===== config.mk =====
export PLATFORM = sky130hd
export DESIGN_NAME = load_store_unit
export DESIGN_NICKNAME = d
export VERILOG_FILES = /design/src/rtl/load_store_unit.sv
export SDC_FILE = /design/constraint.sdc
export NUM_CORES = 1
export LEC_CHECK = 0
export CORE_MARGIN = 5
export CORE_UTILIZATION = 40
export DETAILED_ROUTE_END_ITERATION = 7
export MAX_ROUTING_LAYER = met4
export PLACE_DENSITY = 0.75
export REMOVE_ABC_BUFFERS = 1
export SKIP_CTS_REPAIR_TIMING = 1
export SYNTH_ARGS = -nofsm -noshare
export SYNTH_HDL_FRONTEND = slang
export SYNTH_SLANG_ARGS = --single-unit

===== constraint.sdc =====
create_clock -name clk -period 12.05 [get_ports clk]
set_clock_uncertainty 0.15 [all_clocks]
set_input_delay 3.615 -clock clk [delete_from_list [all_inputs] [get_ports clk]]
set_output_delay 3.615 -clock clk [all_outputs]
set_load 0.1 [all_outputs]

===== src/rtl/load_store_unit.sv =====
// Load/store unit for a MIPS-style pipeline.
//
// It accepts one memory op from decode, computes the effective address (EA),
// drives one memory request and returns sign- or zero-extended load data.
// Misaligned half and word accesses raise a one-cycle exception and are not
// sent to memory.
//
// Ports:
//   clk, reset                 clock (rising edge), async active-high reset
//   valid_i / ready_o          op handshake from decode (ready only in IDLE)
//   opcode_i, base_i,          MIPS opcode, rs value, extended offset,
//   imm_ext_i, store_data_i,   rt value for stores,
//   rt_i                       load destination register
//   mem_req_o, mem_we_o,       memory request: write flag, word-aligned address,
//   mem_addr_o, mem_be_o,      byte enables (bit n covers bits 8n+7:8n),
//   mem_wdata_o                replicated write data
//   mem_rdata_i, mem_ack_i     read data and completion (only used in ACCESS)
//   wb_valid_o, wb_rd_o,       one-cycle load writeback
//   wb_data_o
//   exc_misalign_o,            one-cycle exception pulses; exc_badaddr_o holds
//   exc_timeout_o,             the EA of the most recent exception
//   exc_badaddr_o
//
// Configuration:
//   LSU_TIMEOUT_EN  when defined, an access that sees no mem_ack_i for
//                   TIMEOUT_CYCLES ACCESS cycles is aborted and exc_timeout_o
//                   pulses. When undefined, ACCESS waits indefinitely and
//                   exc_timeout_o is tied low.

module load_store_unit #(
  parameter int unsigned TIMEOUT_CYCLES = 255
) (
  input  logic        clk,
  input  logic        reset,
  input  logic        valid_i,
  output logic        ready_o,
  input  logic [5:0]  opcode_i,
  input  logic [31:0] base_i,
  input  logic [31:0] imm_ext_i,
  input  logic [31:0] store_data_i,
  input  logic [4:0]  rt_i,
  output logic        mem_req_o,
  output logic        mem_we_o,
  output logic [31:0] mem_addr_o,
  output logic [3:0]  mem_be_o,
  output logic [31:0] mem_wdata_o,
  input  logic [31:0] mem_rdata_i,
  input  logic        mem_ack_i,
  output logic        wb_valid_o,
  output logic [4:0]  wb_rd_o,
  output logic [31:0] wb_data_o,
  output logic        exc_misalign_o,
  output logic        exc_timeout_o,
  output logic [31:0] exc_badaddr_o
);

  localparam logic [1:0] StIdle   = 2'd0;
  localparam logic [1:0] StAccess = 2'd1;
  localparam logic [1:0] StDone   = 2'd2;
  localparam logic [1:0] StErr    = 2'd3;

  localparam logic [5:0] OpLb  = 6'b100000;
  localparam logic [5:0] OpLh  = 6'b100001;
  localparam logic [5:0] OpLw  = 6'b100011;
  localparam logic [5:0] OpLbu = 6'b100100;
  localparam logic [5:0] OpLhu = 6'b100101;
  localparam logic [5:0] OpSb  = 6'b101000;
  localparam logic [5:0] OpSh  = 6'b101001;
  localparam logic [5:0] OpSw  = 6'b101011;

  // Only opcode[3:0] is kept: [3] = store, [2] = unsigned load,
  // [1:0] = size (00 byte, 01 half, 11 word).
  logic [1:0]  state_q, state_d;
  logic [31:0] ea_q, ea_d;
  logic [3:0]  op_q, op_d;
  logic [4:0]  rt_q, rt_d;
  logic [31:0] sdata_q, sdata_d;
  logic [31:0] wb_data_q, wb_data_d;
  logic [31:0] badaddr_q, badaddr_d;

  logic        op_legal;
  logic [31:0] ea_in;
  logic        misalign_in;
  logic [31:0] lane;
  logic [31:0] load_ext;
  logic [3:0]  be;
  logic [31:0] wdata;

  assign ea_in = base_i + imm_ext_i;

  always_comb begin
    op_legal = 1'b0;
    case (opcode_i)
      OpLb, OpLh, OpLw, OpLbu, OpLhu, OpSb, OpSh, OpSw: op_legal = 1'b1;
      default:                                          op_legal = 1'b0;
    endcase
  end

  // Byte ops have size bits 00 and can never be misaligned.
  assign misalign_in = ((opcode_i[1:0] == 2'b01) && ea_in[0]) ||
                       ((opcode_i[1:0] == 2'b11) && (ea_in[1:0] != 2'b00));

  // Shift the addressed lane down to bit 0; aligned halves and words make
  // this shift correct for every access size.
  assign lane = mem_rdata_i >> {ea_q[1:0], 3'b000};

  always_comb begin
    load_ext = lane;
    case (op_q[1:0])
      2'b00:   load_ext = op_q[2] ? {24'h0, lane[7:0]} : {{24{lane[7]}}, lane[7:0]};
      2'b01:   load_ext = op_q[2] ? {16'h0, lane[15:0]} : {{16{lane[15]}}, lane[15:0]};
      default: load_ext = lane;
    endcase
  end

  always_comb begin
    be    = 4'b1111;
    wdata = sdata_q;
    case (op_q[1:0])
      2'b00: begin
        be    = 4'b0001 << ea_q[1:0];
        wdata = {4{sdata_q[7:0]}};
      end
      2'b01: begin
        be    = ea_q[1] ? 4'b1100 : 4'b0011;
        wdata = {2{sdata_q[15:0]}};
      end
      default: begin
        be    = 4'b1111;
        wdata = sdata_q;
      end
    endcase
  end

`ifdef LSU_TIMEOUT_EN
  logic [31:0] tmo_cnt_q, tmo_cnt_d;
  logic        tmo_pulse_q, tmo_pulse_d;
`else
  logic unused_timeout_cycles;
  assign unused_timeout_cycles = |TIMEOUT_CYCLES;
`endif

  always_comb begin
    state_d   = state_q;
    ea_d      = ea_q;
    op_d      = op_q;
    rt_d      = rt_q;
    sdata_d   = sdata_q;
    wb_data_d = wb_data_q;
    badaddr_d = badaddr_q;
`ifdef LSU_TIMEOUT_EN
    tmo_cnt_d   = tmo_cnt_q;
    tmo_pulse_d = 1'b0;
`endif
    unique case (state_q)
      StIdle: begin
        if (valid_i && op_legal) begin
          ea_d    = ea_in;
          op_d    = opcode_i[3:0];
          rt_d    = rt_i;
          sdata_d = store_data_i;
          if (misalign_in) begin
            state_d   = StErr;
            badaddr_d = ea_in;
          end else begin
            state_d = StAccess;
`ifdef LSU_TIMEOUT_EN
            tmo_cnt_d = '0;
`endif
          end
        end
      end
      StAccess: begin
        if (mem_ack_i) begin
          if (op_q[3]) begin
            state_d = StIdle;
          end else begin
            wb_data_d = load_ext;
            state_d   = StDone;
          end
        end else begin
`ifdef LSU_TIMEOUT_EN
          if (tmo_cnt_q == TIMEOUT_CYCLES - 1) begin
            state_d     = StIdle;
            tmo_pulse_d = 1'b1;
            badaddr_d   = ea_q;
          end else begin
            tmo_cnt_d = tmo_cnt_q + 32'd1;
          end
`endif
        end
      end
      StDone:  state_d = StIdle;
      StErr:   state_d = StIdle;
      default: state_d = StIdle;
    endcase
  end

  always_ff @(posedge clk or posedge reset) begin
    if (reset) begin
      state_q   <= StIdle;
      ea_q      <= '0;
      op_q      <= '0;
      rt_q      <= '0;
      sdata_q   <= '0;
      wb_data_q <= '0;
      badaddr_q <= '0;
`ifdef LSU_TIMEOUT_EN
      tmo_cnt_q   <= '0;
      tmo_pulse_q <= 1'b0;
`endif
    end else begin
      state_q   <= state_d;
      ea_q      <= ea_d;
      op_q      <= op_d;
      rt_q      <= rt_d;
      sdata_q   <= sdata_d;
      wb_data_q <= wb_data_d;
      badaddr_q <= badaddr_d;
`ifdef LSU_TIMEOUT_EN
      tmo_cnt_q   <= tmo_cnt_d;
      tmo_pulse_q <= tmo_pulse_d;
`endif
    end
  end

  // Outputs are gated by reset directly so a request is dropped the moment
  // reset rises, independent of the register clear.
  always_comb begin
    ready_o        = 1'b0;
    mem_req_o      = 1'b0;
    mem_we_o       = 1'b0;
    mem_addr_o     = '0;
    mem_be_o       = '0;
    mem_wdata_o    = '0;
    wb_valid_o     = 1'b0;
    wb_rd_o        = '0;
    wb_data_o      = '0;
    exc_misalign_o = 1'b0;
    exc_timeout_o  = 1'b0;
    exc_badaddr_o  = '0;
    if (!reset) begin
      ready_o = (state_q == StIdle);
      if (state_q == StAccess) begin
        mem_req_o   = 1'b1;
        mem_we_o    = op_q[3];
        mem_addr_o  = {ea_q[31:2], 2'b00};
        mem_be_o    = be;
        mem_wdata_o = wdata;
      end
      wb_valid_o     = (state_q == StDone);
      wb_rd_o        = rt_q;
      wb_data_o      = wb_data_q;
      exc_misalign_o = (state_q == StErr);
      exc_badaddr_o  = badaddr_q;
`ifdef LSU_TIMEOUT_EN
      exc_timeout_o = tmo_pulse_q;
`endif
    end
  end

endmodule


# ---- After elaboration in Yosys (flattened, before gate mapping)
# Index checks and enable logic that the tools add are counted.
dict set report word_totals {
  in_bits 143
  output_inout_bits 143
  latch_bits 0
  ramBits 0
  reg_bits 139
  mem_bits_ro 0
  memories 0
  wordCells 68
}
dict set report op_classes {
  n_eq_ne 16
  n_shift 2
  mux 28
  reduce_logical 13
  bitwise 1
  addsub 1
  multipliers 0
  div_mod_pow 0
  magnitude_cmp 0
}
# op n
set op_table {}
lappend op_table {{2-to-1 mux 32 bit} 8}
lappend op_table {{case mux 32 bit (2 select lines)} 2}
lappend op_table {{== test 6 bit (second input constant)} 8}
lappend op_table {{adder 32 bit} 1}
lappend op_table {{right shift 32 x 5 -> 32 bit} 1}
lappend op_table {{2-to-1 mux 4 bit} 3}
lappend op_table {{2-to-1 mux 1 bit} 8}
lappend op_table {{2-to-1 mux 2 bit} 4}
lappend op_table {{case mux 4 bit (2 select lines)} 1}
lappend op_table {{OR reduction 8 bit} 1}
lappend op_table {{== test 2 x 1 -> 1 bit (second input constant)} 3}
lappend op_table {{== test 2 bit (second input constant)} 3}
lappend op_table {{case mux 2 bit (3 select lines)} 1}
lappend op_table {{AND reduction 3 bit} 2}
lappend op_table {{2-to-1 mux 5 bit} 1}
lappend op_table {{zero test 2 bit} 2}
lappend op_table {{!= test 2 bit (second input constant)} 2}
lappend op_table {{AND reduction 2 bit} 2}
lappend op_table {{<< shifter 1 x 2 -> 4 bit (first input constant)} 1}
lappend op_table {{logical AND 1 bit} 3}
lappend op_table {{nonzero test 2 bit} 1}
lappend op_table {{OR reduction 2 bit} 1}
lappend op_table {{logical OR 1 bit} 1}
lappend op_table {{NOT 1 bit} 1}

# ---- Depth between registers and ports, before layout
dict set report logic_depth {
  word_depth 7
  mapped_depth 10
  mapped_depth_nobuf 9
}

# ---- Worst setup path after synthesis
# No wires, ideal clock.
dict set report synth_timing {
  kind {input port to output port}
  from {input reset}
  to {output mem_addr_o[22]}
  path_stages 6
  path_buffers 2
  required_ns 8.285
  arrival_time_ns 9.647
  slack_ns -1.362
  cell_sequence {clkbuf_1 -> inv_1 -> nand3b_1 -> inv_1 -> clkbuf_1 -> and2_1}
}
dict set report synth_via {
  elab_chain_cells 1
}
# item line
set synth_rtl {}
lappend synth_rtl {{from (decl)} 34} ;# input logic reset,
lappend synth_rtl {{2-to-1 mux 32 bit} 242} ;# if (!reset) begin
lappend synth_rtl {{to (decl)} 44} ;# output logic [31:0] mem_addr_o,
# Every way passes these cells.

# ---- Worst setup path in the final report
dict set report layout_timing {
  from {input reset}
  to {output mem_be_o[2]}
}
dict set report layout_via {
  elab_chain_cells 1
}
# item line
set layout_rtl {}
lappend layout_rtl {{2-to-1 mux 4 bit} 242}
lappend layout_rtl {{to (decl)} 45} ;# output logic [3:0] mem_be_o,
# Every way passes these cells.

==> metrics.csv <==
metric,value,unit
core area,0.0211,mm^2
Global Route Usage Sum,0.226,
slowest cell delay on critical path,0.52,ns
initial antenna violation count,0,
detailed-route via count,8211,
worst hold-check path type,reg2reg,
global-route wire length before repair,43200,um
Post-DP Area,0.0120,mm^2
Initial Utilization,0.409,
layout-stage area growth over the synthesis result,45.7,%
Syn Inst Count,1047,
number of violations reported at the end of detailed-routing iteration 0,373,
IO Count,286,
vias in the first global route,8232,
max-cap check violation count,0,
total buffers and inverters traversed by the critical path,6,
clk sinks,139,
largest driver fanout on the critical path,80,
antenna fix cells,0,
remaining antenna violation count after routing,0,
port bufs,282,
worst reg2reg setup slack,9.30,ns
peak clock frequency supported by timing,103,MHz
number of warning messages in the yosys log,0,
critical path capture point type,primary output,
total number of nets in the final design,1467,
kind of critical path,in2out,
root buffer selected by CTS,sky130_fd_sc_hd__clkbuf_16,
slowest library cell on the worst path,sky130_fd_sc_hd__inv_6,
static leakage power,5.65,nW
final cell utilization of the core,0.595,
largest net degree at the start of global routing,99,
area enclosed by the die boundary,0.0246,mm^2
Power Density,191,mW/mm^2
"commonest non-fill, non-tap cells in the layout","sky130_fd_sc_hd__nand2_1, sky130_fd_sc_hd__clkdlybuf4s50_1, sky130_fd_sc_hd__dfrtp_1",
Synth cell types,65,
sequential cell area fraction in the yosys report,0.404,
area of all placed cells without fillers,0.0126,mm^2
startpoint type of the worst setup path,input pin,
total wirelength of the detailed-routed design,27100,um
post-synthesis async set-or-reset flop share,1.00,
Worst path most repeated cell,sky130_fd_sc_hd__buf_4,
post-synthesis instance area,0.00862,mm^2
Placement Rows,53,
relative slew slack,0.288,
TritonCTS clock tree,yes,
area share of the largest cell type after synthesis,0.404,
top cell type by total area after synthesis,sky130_fd_sc_hd__dfrtp_1,
worst-skew pair later-pin latency,0.42,ns
Synth Flop Type,sky130_fd_sc_hd__dfrtp_1,
fraction of final layout cells with drive strength greater than 1,0.113,
die outline height,157,um
family of cells with the greatest summed delay on the critical path,buffers and inverters,
final critical-path share of the clock period,0.806,
post-layout total power,2.40,mW
final-report max-slew violation count,0,
number of enable-type register cells in the synthesized netlist,0,
worst setup slack before clock tree synthesis,2.26,ns
shortest period the worst path allows,9.72,ns
routed len/inst,17.2,um
die outline width,157,um
CTS clock-pin slew for the worst setup and hold paths,0.06,ns
H-tree depth,4,
run status,"finished, final reports clean",
DRC errors left,0,
Synth Area per Inst,8.23,um^2
RSZ-0062 raised after global routing,no,
data required time at the worst endpoint,8.28,ns
most frequent standard cell in the layout excluding fill and tap cells,sky130_fd_sc_hd__nand2_1,
Peak supply drop,0.0918,mV
Final setup viols,0,
synthesized flop and latch total,139,
global placer's final weighted congestion,0.916,
final critical-path setup slack,2.33,ns
grt ovf,0,
arrival time worst endpoint,5.95,ns
TritonCTS buffer count,17,
hold violation count in the final report,0,
Pre-Repair DR Iteration Count,5,
routed vias/inst,5.20,
cells along the critical path,"buf_2, inv_6, nand3b_1, buf_4, inv_1, buf_4, o21ai_0, a21oi_1, buf_12",
DPL Wire Length,19900,um
buffer levels on the longest clock path,2,
slew at the pin with the worst max-slew slack,1.06,ns
main area contributors after synthesis,"sky130_fd_sc_hd__dfrtp_1, sky130_fd_sc_hd__nand2_1, sky130_fd_sc_hd__nor2b_1",
[power by group]
group          total [mW]  switching [mW]  internal, mW
Sequential          0.746           0.112         0.634
Combinational        1.13           0.768         0.362
Clock               0.522           0.211         0.310
Total                2.40            1.09          1.31
[state kept, by name (all words and copies together) (netlist names)]
signal	flops
badaddr_q	32
ea_q	32
sdata_q	32
wb_data_q	32
rt_q	5
op_q	4
state_q	2
[Yosys cell counts, drive strengths merged (2+ instances only)]
master	count
a31oi	7
nor3b	3
xnor2	18
and3	7
a221oi	2
nor2b	72
nand2b	2
nor2	92
xor2	10
o21a	5
buf	13
nand4	8
and4	3
o22ai	2
o21ai	83
inv	11
nor4b	2
dfrtp	139
nor3	10
and2	42
nand4b	2
ha	31
o31ai	2
mux2i	35
mux2	16
a21o	16
or4b	2
nand3	6
a31o	2
o21bai	2
o211ai	8
or3	2
clkbuf	56
nand2	245
o22a	8
a21oi	68
[area by class of cell]
| type | count | area [um^2] |
|---|---|---|
| repair buffers | 293 | 3260 |
| flip-flops and latches | 139 | 3480 |
| clock buffers | 18 | 439 |
| clock inverters | 13 | 141 |
| fillers | 1817 | 8530 |
| well taps | 275 | 344 |
| inverters | 11 | 46.3 |
| multi-input cells | 830 | 4850 |
[per-stage QoR]
| stage | hold WS (ns) | instances | setup TNS [ns] |
|---|---|---|---|
| finish | 0.318 | 1579 | 0 |
| global route | 0.340 | 1579 | 0 |
| CTS | 0.325 | 1579 | 0 |
| detailed placement | 0.310 | 1548 | 0 |
| global placement | 0.300 | 1548 | 0 |
| floorplan | 0.288 | 980 | -123.40 |
[cell families (layout without fill, tap and decap cells)]
| group | Yosys count | after routing | synth area share |
|---|---|---|---|
| mux | 51 | 51 | 0.0616 |
| compound gates | 215 | 215 | 0.153 |
| xor+xnor | 28 | 28 | 0.0285 |
| fa+ha+maj | 32 | 32 | 0.0473 |
| buf+inv | 80 | 335 | 0.0367 |
| simple gates | 501 | 501 | 0.269 |
| flops | 139 | 139 | 0.404 |
| other cells | 1 | 3 | 0.000435 |
[per-layer routing]
layer  GRT usage  part of all wire
met5           -                 0
met4      0.0574             0.015
met3      0.0415             0.066
met2       0.377              0.50
met1       0.284              0.42
[worst min-delay path, stage by stage, from the launching register on]
cell                      delay (ns)
sky130_fd_sc_hd__dfrtp_1        0.33
sky130_fd_sc_hd__nand2_1        0.05
sky130_fd_sc_hd__nand2_1        0.06
[worst paths after layout]
check | start | end | depth (start not counted)
setup / recovery | reset | mem_be_o[2] | 9
hold / removal | rt_q[2]$_DFFE_PP0P_ | rt_q[2]$_DFFE_PP0P_ | 2
setup reg to reg | state_q[0]$_DFFE_PP0P_ | badaddr_q[26]$_DFFE_PP0P_ | 5
hold reg to reg | rt_q[2]$_DFFE_PP0P_ | rt_q[2]$_DFFE_PP0P_ | 2
max in group asynchronous | reset | ea_q[3]$_DFFE_PP0P_ | 3
min in group asynchronous | reset | wb_data_q[29]$_DFFE_PP0P_ | 2
No activity file was read; power rests on OpenSTA's default activity.
